===== src/rtl/md_issue_ctrl.sv =====
// rtl/md_issue_ctrl.sv - MD-class instruction issue controller for the multiply/divide unit
module md_issue_ctrl #(
  parameter int MAX_WAIT = 16
) (
  input  logic        clk,
  input  logic        reset,
  input  logic        req_valid,
  input  logic [3:0]  req_op,
  input  logic [31:0] req_rs,
  input  logic [31:0] req_rt,
  input  logic        flush,
  output logic        req_ready,
  output logic        stall,
  output logic        md_start,
  output logic [2:0]  md_op,
  output logic [31:0] md_a,
  output logic [31:0] md_b,
  input  logic        md_busy,
  input  logic [31:0] md_hi,
  input  logic [31:0] md_lo,
  output logic        rd_valid,
  output logic [31:0] rd_data,
  output logic        md_timeout
);

  typedef enum logic [1:0] {IDLE, LAUNCH, WAIT} state_t;

  localparam logic [7:0] MAX_WAIT_W = 8'(MAX_WAIT);

  state_t     state, state_nx;
  logic [7:0] wd_cnt, wd_inc;
  logic       is_read;
  logic       launch;

  always_comb begin
    is_read   = (req_op == 4'd8) || (req_op == 4'd9);
    req_ready = req_valid & ~flush & (state == IDLE) & ~md_busy & (req_op <= 4'd9);
    stall     = req_valid & ~req_ready & ~flush;
    launch    = req_ready & ~is_read;
    wd_inc    = (wd_cnt == 8'hFF) ? 8'hFF : wd_cnt + 8'd1;
  end

  // mthi/mtlo (md_op 6,7) complete in LAUNCH; everything else waits on md_busy
  always_comb begin
    state_nx = state;
    case (state)
      IDLE:    if (launch) state_nx = LAUNCH;
      LAUNCH:  state_nx = (md_op >= 3'd6) ? IDLE : WAIT;
      WAIT:    if (!md_busy) state_nx = IDLE;
      default: state_nx = IDLE;
    endcase
  end

  always_ff @(posedge clk or posedge reset) begin
    if (reset) begin
      state      <= IDLE;
      md_start   <= 1'b0;
      md_op      <= 3'd0;
      md_a       <= 32'd0;
      md_b       <= 32'd0;
      rd_valid   <= 1'b0;
      rd_data    <= 32'd0;
      md_timeout <= 1'b0;
      wd_cnt     <= 8'd0;
    end else begin
      state    <= state_nx;
      md_start <= launch;
      rd_valid <= req_ready & is_read;
      if (launch) begin
        md_op <= req_op[2:0];
        md_a  <= req_rs;
        md_b  <= req_rt;
      end
      if (req_ready && is_read)
        rd_data <= req_op[0] ? md_lo : md_hi;
      if (state == LAUNCH && state_nx == WAIT) begin
        wd_cnt <= 8'd0;
      end else if (state == WAIT) begin
        wd_cnt <= wd_inc;
        if (wd_inc == MAX_WAIT_W)
          md_timeout <= 1'b1;
      end
    end
  end

endmodule


===== config.mk =====
export PLATFORM = sky130hd
export DESIGN_NAME = md_issue_ctrl
export DESIGN_NICKNAME = d
export VERILOG_FILES = /design/src/rtl/md_issue_ctrl.sv
export SDC_FILE = /design/constraint.sdc
export NUM_CORES = 1
export LEC_CHECK = 0
export ABC_AREA = 1
export CAP_MARGIN = 20
export CORE_MARGIN = 4
export CORE_UTILIZATION = 36
export DETAILED_ROUTE_END_ITERATION = 8
export PLACE_DENSITY = 0.74
export SLEW_MARGIN = 25
export SYNTH_ARGS = -nofsm -noshare
export SYNTH_HDL_FRONTEND = slang
export SYNTH_SLANG_ARGS = --single-unit

===== constraint.sdc =====
create_clock -name clk -period 4.5 [get_ports clk]
set_input_delay 0.9 -clock clk [delete_from_list [all_inputs] [get_ports clk]]
set_output_delay 0.9 -clock clk [all_outputs]
set_load 0.01 [all_outputs]

* Word level (Yosys, flattened, before mapping)
Index checks and enable logic that the tools add are counted.
** Operators by class
- $add $sub $neg :: 1
- $lt $le $gt $ge :: 2
- Equal/unequal tests :: 7
- Muxes and demuxes :: 8
- Bitwise logic cells :: 13
- Reduce and logical (&&, ||, !) cells :: 6
** Operators with widths (number)
- 32-bit two-way mux :: 1
- 8-bit two-way mux :: 3
- 8-bit by 1-bit adder with 8-bit output (second input constant) :: 1
- 1-bit AND :: 8
- 4-bit equality test (second input constant) :: 2
- 8-bit by 5-bit equality test with 1-bit output (second input constant) :: 1
- 8-bit equality test (second input constant) :: 1
- 2-bit two-way mux :: 3
- 2-bit case mux with 3 select lines :: 1
- 1-bit NOT :: 5
- 2-bit equality test (second input constant) :: 2
- 4-bit less-or-equal comparator (second input constant) :: 1
- 3-bit greater-or-equal comparator (second input constant) :: 1
- 3-bit AND reduction :: 1
- 2-bit by 1-bit equality test with 1-bit output (second input constant) :: 1
- 1-bit logical AND :: 2
- 2-bit logical NOT :: 1
- 2-bit nonzero test :: 1
- 1-bit logical OR :: 1
** Storage, ports and cells
- Register bits after elaboration :: 112
- Output and inout bits :: 104
- Logic and storage cells :: 46

* Logic depth before layout (Yosys ltp)
Gate-level depths: netlist (run 1).
- Word-level depth :: 12
- Gate-level depth with buffers :: 10
- Mapped depth without buffers :: 10

* Least setup slack after synthesis (run 1)
OpenSTA, ideal clock, no wires.
- Path kind :: input port to output port
- Start :: in flush
- End :: out stall
- Data arrival time :: 1.474 ns
- Setup slack :: 2.126 ns
- Cell stages on the path :: 6
- Path buffers :: 0
- Cells stage by stage :: inv_1 > nand2_1 > nor4_4 > nand2_1 > inv_1 > nor2_1
** Between the ends
- Word-level cells in the longest chain between the ends :: 8
** Ends and longest elaborated chain
- from (decl) :: line 11 : input logic flush,
- 1-bit NOT :: line 37 : req_ready = req_valid & ~flush & (state == IDLE) & ~md_busy & (req_op <= 4'd9);
- 1-bit AND (4 in series) :: line 37
- named net req_ready :: line 12 : output logic req_ready,
- 1-bit NOT :: line 38 : stall = req_valid & ~req_ready & ~flush;
- 1-bit AND (2 in series) :: line 38
- to (decl) :: line 13 : output logic stall,
The timed path passes the listed nets, and every way through them passes these cells.

* Worst setup path after layout (run 1)
- Start :: in md_busy
- End :: out req_ready
** Between the ends
- Word-level cells in the longest chain between the ends :: 3
** Ends and longest elaborated chain
- from (decl) :: line 18 : input logic md_busy,
- 1-bit NOT :: line 37
- 1-bit AND (2 in series) :: line 37
- to (decl) :: line 12
Every way passes these cells.

==> impl_results.md, run 1 <==
- Syn-to-layout area delta: 60.28%
- Mapped Area: 0.004691 mm²
- Io pins: 241
- Post-synth EDFFs: 0
- Most frequent cell after synthesis: nand2_1
- Average vias per placed instance: 4.538
- Netlist cell types: 19
- Post-layout util: 0.5934
- Cell taking the most area after synthesis: dfrtp_1
- Power Dens Cells: between 400 and 500 mW/mm²
- Yosys warns: 0
- Post-synthesis sequential area ratio: 0.5975
- DRT Wirelength: around 13000 µm
- Pins over their slew limit: 0
- H-tree depth: 3
- Post-synthesis cell count: 525
- First-pass GRT wire length: 20930 µm
- Total leakage power: between 0.003 and 0.004 µW
- Most instantiated cells after synthesis: nand2_1 (266), dfrtp_1 (112), mux2i_1 (32), o21ai_0 (27), inv_1 (18)
- Min-Delay Path Class: reg2reg
- Die area: 0.01492 mm²
- Sw frac: 0.2889
- Crit path max fanout: 3
- CTS tree: done
- DP Area: about 0.0072 mm²
- Grt total ovfl: 0
- Worst vdd ir: 0.0002597 V
- Clock slew at reported path FFs: approximately 0.07 ns
- Vias in the first global route: roughly 4300
- DR DRC count: 0
- Die width: 122.2 µm
- Core Area: between 0.01 and 0.015 mm²
- Clk sink count: 112
- Cts hold-fix bufs: 0
- Placed Cells: 915
- Combinational Power Share: 0.309
- Antenna Nets Post-Route: 0
- Sw Pwr: 905.3 µW
- Finished Layout Cells: 931
- CTS max path bufs: 2
- Crit path capture type: output port
- DP HPWL: 9760 µm
- Status: completed
- GR Util All Layers: 0.1782
- Fin. Hold Viols: 0
- Post-synth top area share: 0.5975
- Main synth FF type: dfrtp_1
- 1st-iter DRT viols: ~210
- Syn Area/Cell: 8.935 µm²
- Worst clock skew: roughly 0.0065 ns
- Fin crit share: 0.7552
- Synth top area cells: dfrtp_1 (60%), nand2_1 (21%), mux2i_1 (6.8%), o21ai_0 (2.9%), o21ai_1 (1.6%)
- Setup TNS: 0 ns
- RSZ-0062 raised after global routing: false
- Clock root buffer: clkbuf_16
- Max_slew headroom: 0.3800
- Tmin final: 3.398 ns
- Diodes inserted: 0
- PortBufs: 240
- Syn Nets: 663
- Seq cells post-synth: 112
- DRT Pass-1 Iters: 4
- RePlAce Congestion: between 0.7 and 0.8
- CTS resizes: 0
- Sequential power share: 0.436
- Site row count: 41
- Die height: 122.2 µm
- Post-CTS Setup Repair Bufs: 0
- Layout Nets: 892
- Worst-Skew Late Latency: 0.35 ns
- Vias: ~4200
- Pin slew with the least headroom to its limit: 0.9300 ns
- Post-route cell area: between 0.007 and 0.008 mm²
- Num CTS Buffers: 9
- FMAX: about 300 MHz
- Initial Util: 0.3702
- Clock network fraction of total power: 0.255
- Largest net degree at the start of global routing: 113
- Share of cells above drive strength 1: 0.03294
- Worst EP required: 3.60 ns
- Asr flop ratio synth: 1.000
- Critical path class: in2out
- Critical Path AT: 2.50 ns
- Initial antenna violation count: 0
- Hold WS: 0.4603 ns
- Setup crit start kind: input port
- Max cap viols: 0
- Setup violators final: 0
- Cell Int Power: between 2000 and 2500 µW
- Wire per inst: 14.33 µm
-- state kept, by name, summed over array words and instances (netlist names) --
register / cells
rd_valid: 1
md_start: 1
wd_cnt: 8
md_b: 32
rd_data: 32
state: 2
md_op: 3
md_timeout: 1
md_a: 32
-- through the flow --
step,setup slack [ns],total power (µW)
detailed placement,1.085,2359
CTS,1.083,3180
finish,1.102,3134
floorplan,0.6410,1722
global route,0.9880,3318
global placement,1.071,2338
-- cell families after synthesis --
group	count (synthesis)	synth area share
adders and majority gates	1	0.002667
buffers and inverters	44	0.04214
DFF	112	0.5975
and+or+nand+nor	291	0.2409
AOI/OAI and AO/OA	45	0.04855
muxes	32	0.06829
-- area by class of cell --
type | count | area (µm²)
tap | 172 | 215.2
fill | 1095 | 5152
clock inverter | 7 | 72.57
multi-input combinational | 369 | 1695
clock buffer | 9 | 225.2
sequential | 112 | 2803
inverter | 19 | 75.07
timing repair buffer | 243 | 2432
-- critical path, stage by stage --
cell and delay, ns:
clkdlybuf4s50_1 0.47, nor4_4 0.34, nand2_1 0.08, inv_1 0.14
clkdlybuf4s50_1 0.56
-- final timing paths --
path / cells past startpoint / slack [ns] / startpoint / end
max: 5 / 1.10 / md_busy / req_ready
min: 2 / 0.46 / md_timeout$_DFFE_PP0P_ / md_timeout$_DFFE_PP0P_
max reg2reg: 5 / 2.62 / state[0]$_DFF_PP0_ / md_b[13]$_DFFE_PP0P_
min reg2reg: 2 / 0.46 / md_timeout$_DFFE_PP0P_ / md_timeout$_DFFE_PP0P_
max in group asynchronous: 3 / 3.00 / reset / md_a[21]$_DFFE_PP0P_
min in group asynchronous: 3 / 1.03 / reset / state[1]$_DFF_PP0_
-- routing by layer --
metal	global-route usage	up-vias	wire length, µm
met5	0	-	0
met4	0.07488	0	253
met3	0.06128	13	1324
met2	0.2921	169	6342
met1	0.2145	1943	5417
li1	-	2100	-
-- cell usage in the layout (no fill, tap or decap), drive strengths merged --
cell type,instances
nand2,266
clkbuf,9
ha,1
o21ai,42
inv,18
nand3,10
mux2i,32
bufinv,1
clkdlybuf4s50,239
clkinv,5
buf,4
nor4,1
dfrtp,112
nand4,1
a21oi,1
a31oi,1
nor2,13
o22ai,1
clkinvlp,2
-- power by group through the flow --
stage | clock (µW) | sequential [µW] | combinational, µW
after floorplan | 0 | 1470 | 256
after global placement | 0 | 1370 | 966
after detailed placement | 0 | 1380 | 983
after CTS | 829 | 1370 | 986
after global routing | 866 | 1400 | 1050
final | 800 | 1370 | 968
No activity file was read; power rests on OpenSTA's default activity.
==> run 2, diff against run 1 <==
--- a/config.mk
+++ b/config.mk
@@ -10,7 +10,7 @@
 export CORE_MARGIN = 4
 export CORE_UTILIZATION = 36
 export DETAILED_ROUTE_END_ITERATION = 8
-export PLACE_DENSITY = 0.74
+export PLACE_DENSITY = 0.77
 export SLEW_MARGIN = 25
 export SYNTH_ARGS = -nofsm -noshare
 export SYNTH_HDL_FRONTEND = slang
==> constraint.sdc (replaced) <==
create_clock -name clk -period 3 [get_ports clk]
set_input_delay 0.6 -clock clk [delete_from_list [all_inputs] [get_ports clk]]
set_output_delay 0.6 -clock clk [all_outputs]
set_load 0.01 [all_outputs]
==> run 2 against run 1 <==
Net effect: die area stayed put; largest power group unchanged; flip-flop and latch count stayed put; highest routed layer unchanged; first-iteration DRC count is 6.2% higher; sequential power is 50% higher; via count is 3.1% higher; clock power is 52% higher; combinational power is 52% higher.
==> impl_results.md, run 2 (synthesis gave the netlist of run 1 again) <==
- Status: completed
- Worst-Skew Late Latency: 0.34 ns (about the same)
- DRT Wirelength: 13800 µm (+3.5%)
- Post-route cell area: 0.007584 mm² (+0.87%)
- Setup violators final: 0 (unchanged)
- CTS tree: done
- Most frequent cells in the layout: nand2_1 (266), clkdlybuf4s50_1 (239), dfrtp_1 (112)
- Syn-to-layout area delta: 61.67%
- Critical path class: in2out
- Core Area: 0.01267 mm² (unchanged)
- Post-layout util: 0.5985 (+0.005135)
- H-tree depth: 3 (unchanged)
- Worst EP required: 2.40 ns (-1.20 ns)
- Critical Path AT: 2.19 ns (-0.31 ns)
- Layout Nets: 896 (+0.45%)
- First-pass GRT wire length: 21860 µm (+4.4%)
- Seq. cell area: 0.002803 mm² (unchanged)
- Min-Delay Path Class: reg2reg
- Clk sink count: 112 (unchanged)
- Hold_sp: md_timeout$_DFFE_PP0P_
- Worst vdd ir: 0.0003821 V (+47%)
- 1st-iter DRT viols: 222 (+6.2%)
- Registers with the most flip-flops: md_a: 32 flops, md_b: 32 flops, rd_data: 32 flops
- Die height: 122.2 µm (unchanged)
- Die width: 122.2 µm (unchanged)
- Crit path max fanout: 3 (unchanged)
- Num CTS Buffers: 9 (unchanged)
- Tmin final: around 2.8 ns
- PortBufs: 240 (unchanged)
- Worst path most repeated cell: clkdlybuf4s50_1
- Cts hold-fix bufs: 0 (unchanged)
- Setup crit start kind: input port
- Reg2Reg Setup Slack: 1.16 ns (-1.46 ns)
- Worst clock skew: 0.006687 ns (+0.0002247 ns)
- Grt total ovfl: 0 (unchanged)
- CP Cell Sequence: clkdlybuf4s50_1 -> nor4_4 -> nand2_1 -> inv_1 -> clkdlybuf4s50_1
- Average vias per placed instance: 4.657 (+2.6%)
- CTS resizes: 0 (unchanged)
- Share of cells above drive strength 1: 0.03801 (+0.005070)
- Die area: 0.01492 mm² (unchanged)
- Reg2reg end: md_a[30]$_DFFE_PP0P_
- Clock root buffer: clkbuf_16
- DP HPWL: 10530 µm (+7.9%)
- Most common cell after layout, fill and taps aside: nand2_1
- Initial antenna violation count: 0 (unchanged)
- Fill cell count: 1114 (+1.7%)
- Count of buffer and inverter cells on the critical path: 3 (unchanged)
- GR Util All Layers: 0.1847 (+0.006526)
- RSZ-0062 raised after global routing: false
- Finished Layout Cells: 935 (+0.43%)
- Pin slew with the least headroom to its limit: 0.9388 ns (+0.008788 ns)
- RePlAce Congestion: 0.8300 (+9.1%)
- Initial Util: 0.3702 (unchanged)
- Io pins: 241 (unchanged)
- Clock slew at reported path FFs: 0.07 ns (about the same)
- CTS max path bufs: 2 (unchanged)
- Hold path cells: 2 (unchanged)
- Fin. Hold Viols: 0 (unchanged)
- DR DRC count: 0 (unchanged)
- DP Area: 0.007276 mm² (+0.78%)
- CP max-delay cell: clkdlybuf4s50_1
- Reg2reg path depth: 5 (unchanged)
- Worst R2R Start: state[1]$_DFF_PP0_
- Largest net degree at the start of global routing: 66 (-42%)
- Endpoint, Worst Hold: md_timeout$_DFFE_PP0P_
- Site row count: 41 (unchanged)
- Crit path capture type: output port
- Critical Path Max Stage Delay: 0.56 ns (about the same)
- Wire per inst: 14.76 µm (+3.1%)
- Antenna Nets Post-Route: 0 (unchanged)
- Diodes inserted: 0 (unchanged)
- Vias: 4354 (+3.1%)
- DRT Pass-1 Iters: 4 (unchanged)
- Setup TNS: 0 ns (unchanged)
- Max cap viols: 0 (unchanged)
- Fin crit share: 0.9289
- Power Dens Cells: 624.4 mW/mm² (+50%)
- Max_slew headroom: 0.3741 (-0.005859)
- Total leakage power: 0.003632 µW (+0.84%)
- Hold WS: 0.4672 ns (+0.006854 ns)
- Cell family with most CP delay: buffers and inverters
- Vias in the first global route: 4508 (+4.7%)
- Post-CTS Setup Repair Bufs: 0 (unchanged)
- Pins over their slew limit: 0 (unchanged)
- Placed Cells: 919 (+0.44%)
- Area of the multi-input gates: 0.001695 mm² (unchanged)
- FMAX: about 360 MHz
-- run 2: cell types whose count changed in the layout (fill, tap and decap cells not counted) --
cell	delta
clkinv_4	-2
clkinv_2	-1
clkbuf_8	+2
buf_12	+2
inv_4	-1
inv_2	+1
buf_4	+2
clkinvlp_4	+1
-- run 2: power breakdown --
part / leakage (µW) / total, µW / internal (µW) / switching [µW]
sequential: 0.00144 / 2050 / 1840 / 205
combinational: 0.00205 / 1470 / 859 / 612
clock: 0.000148 / 1220 / 690 / 528
total: 0.00363 / 4740 / 3390 / 1340
-- run 2: worst max-delay path by stage --
stage	startpoint	endpoint	cells past startpoint
final	md_busy	req_ready	5
after global routing	req_valid	req_ready	6
after CTS	req_valid	req_ready	6
after detailed placement	req_valid	req_ready	6
after global placement	req_valid	req_ready	6
after floorplan	reset	md_a[0]$_DFFE_PP0P_	1
-- run 2: through the flow --
stage	power (µW)	setup WS (ns)
final	4735	0.2132
after global routing	5029	0.09726
after CTS	4804	0.2152
after detailed placement	3557	0.2245
after global placement	3513	0.1788
after floorplan	2583	1.043
-- run 2: final cells by class --
cell class                 count  share of cell area
sequential                   112              0.3696
timing repair buffer         247              0.3280
multi-input combinational    369              0.2236
clock buffer                  11             0.03333
tap                          172             0.02838
inverter                      19            0.009899
clock inverter                 5            0.007260
-- run 2: tightest hold or removal path: stages (launching register included) --
cell and delay (ns):
dfrtp_1 0.34, inv_1 0.05, nand2_1 0.05
-- run 2: routing by layer --
metal  global-route usage  routed length (µm)  vias to the layer above
met5                    0                   0                        -
met4              0.06088                 232                        0
met3              0.07428                1474                       20
met2               0.3135                6745                      188
met1               0.2133                5351                     2036
li1                     -                   -                     2110
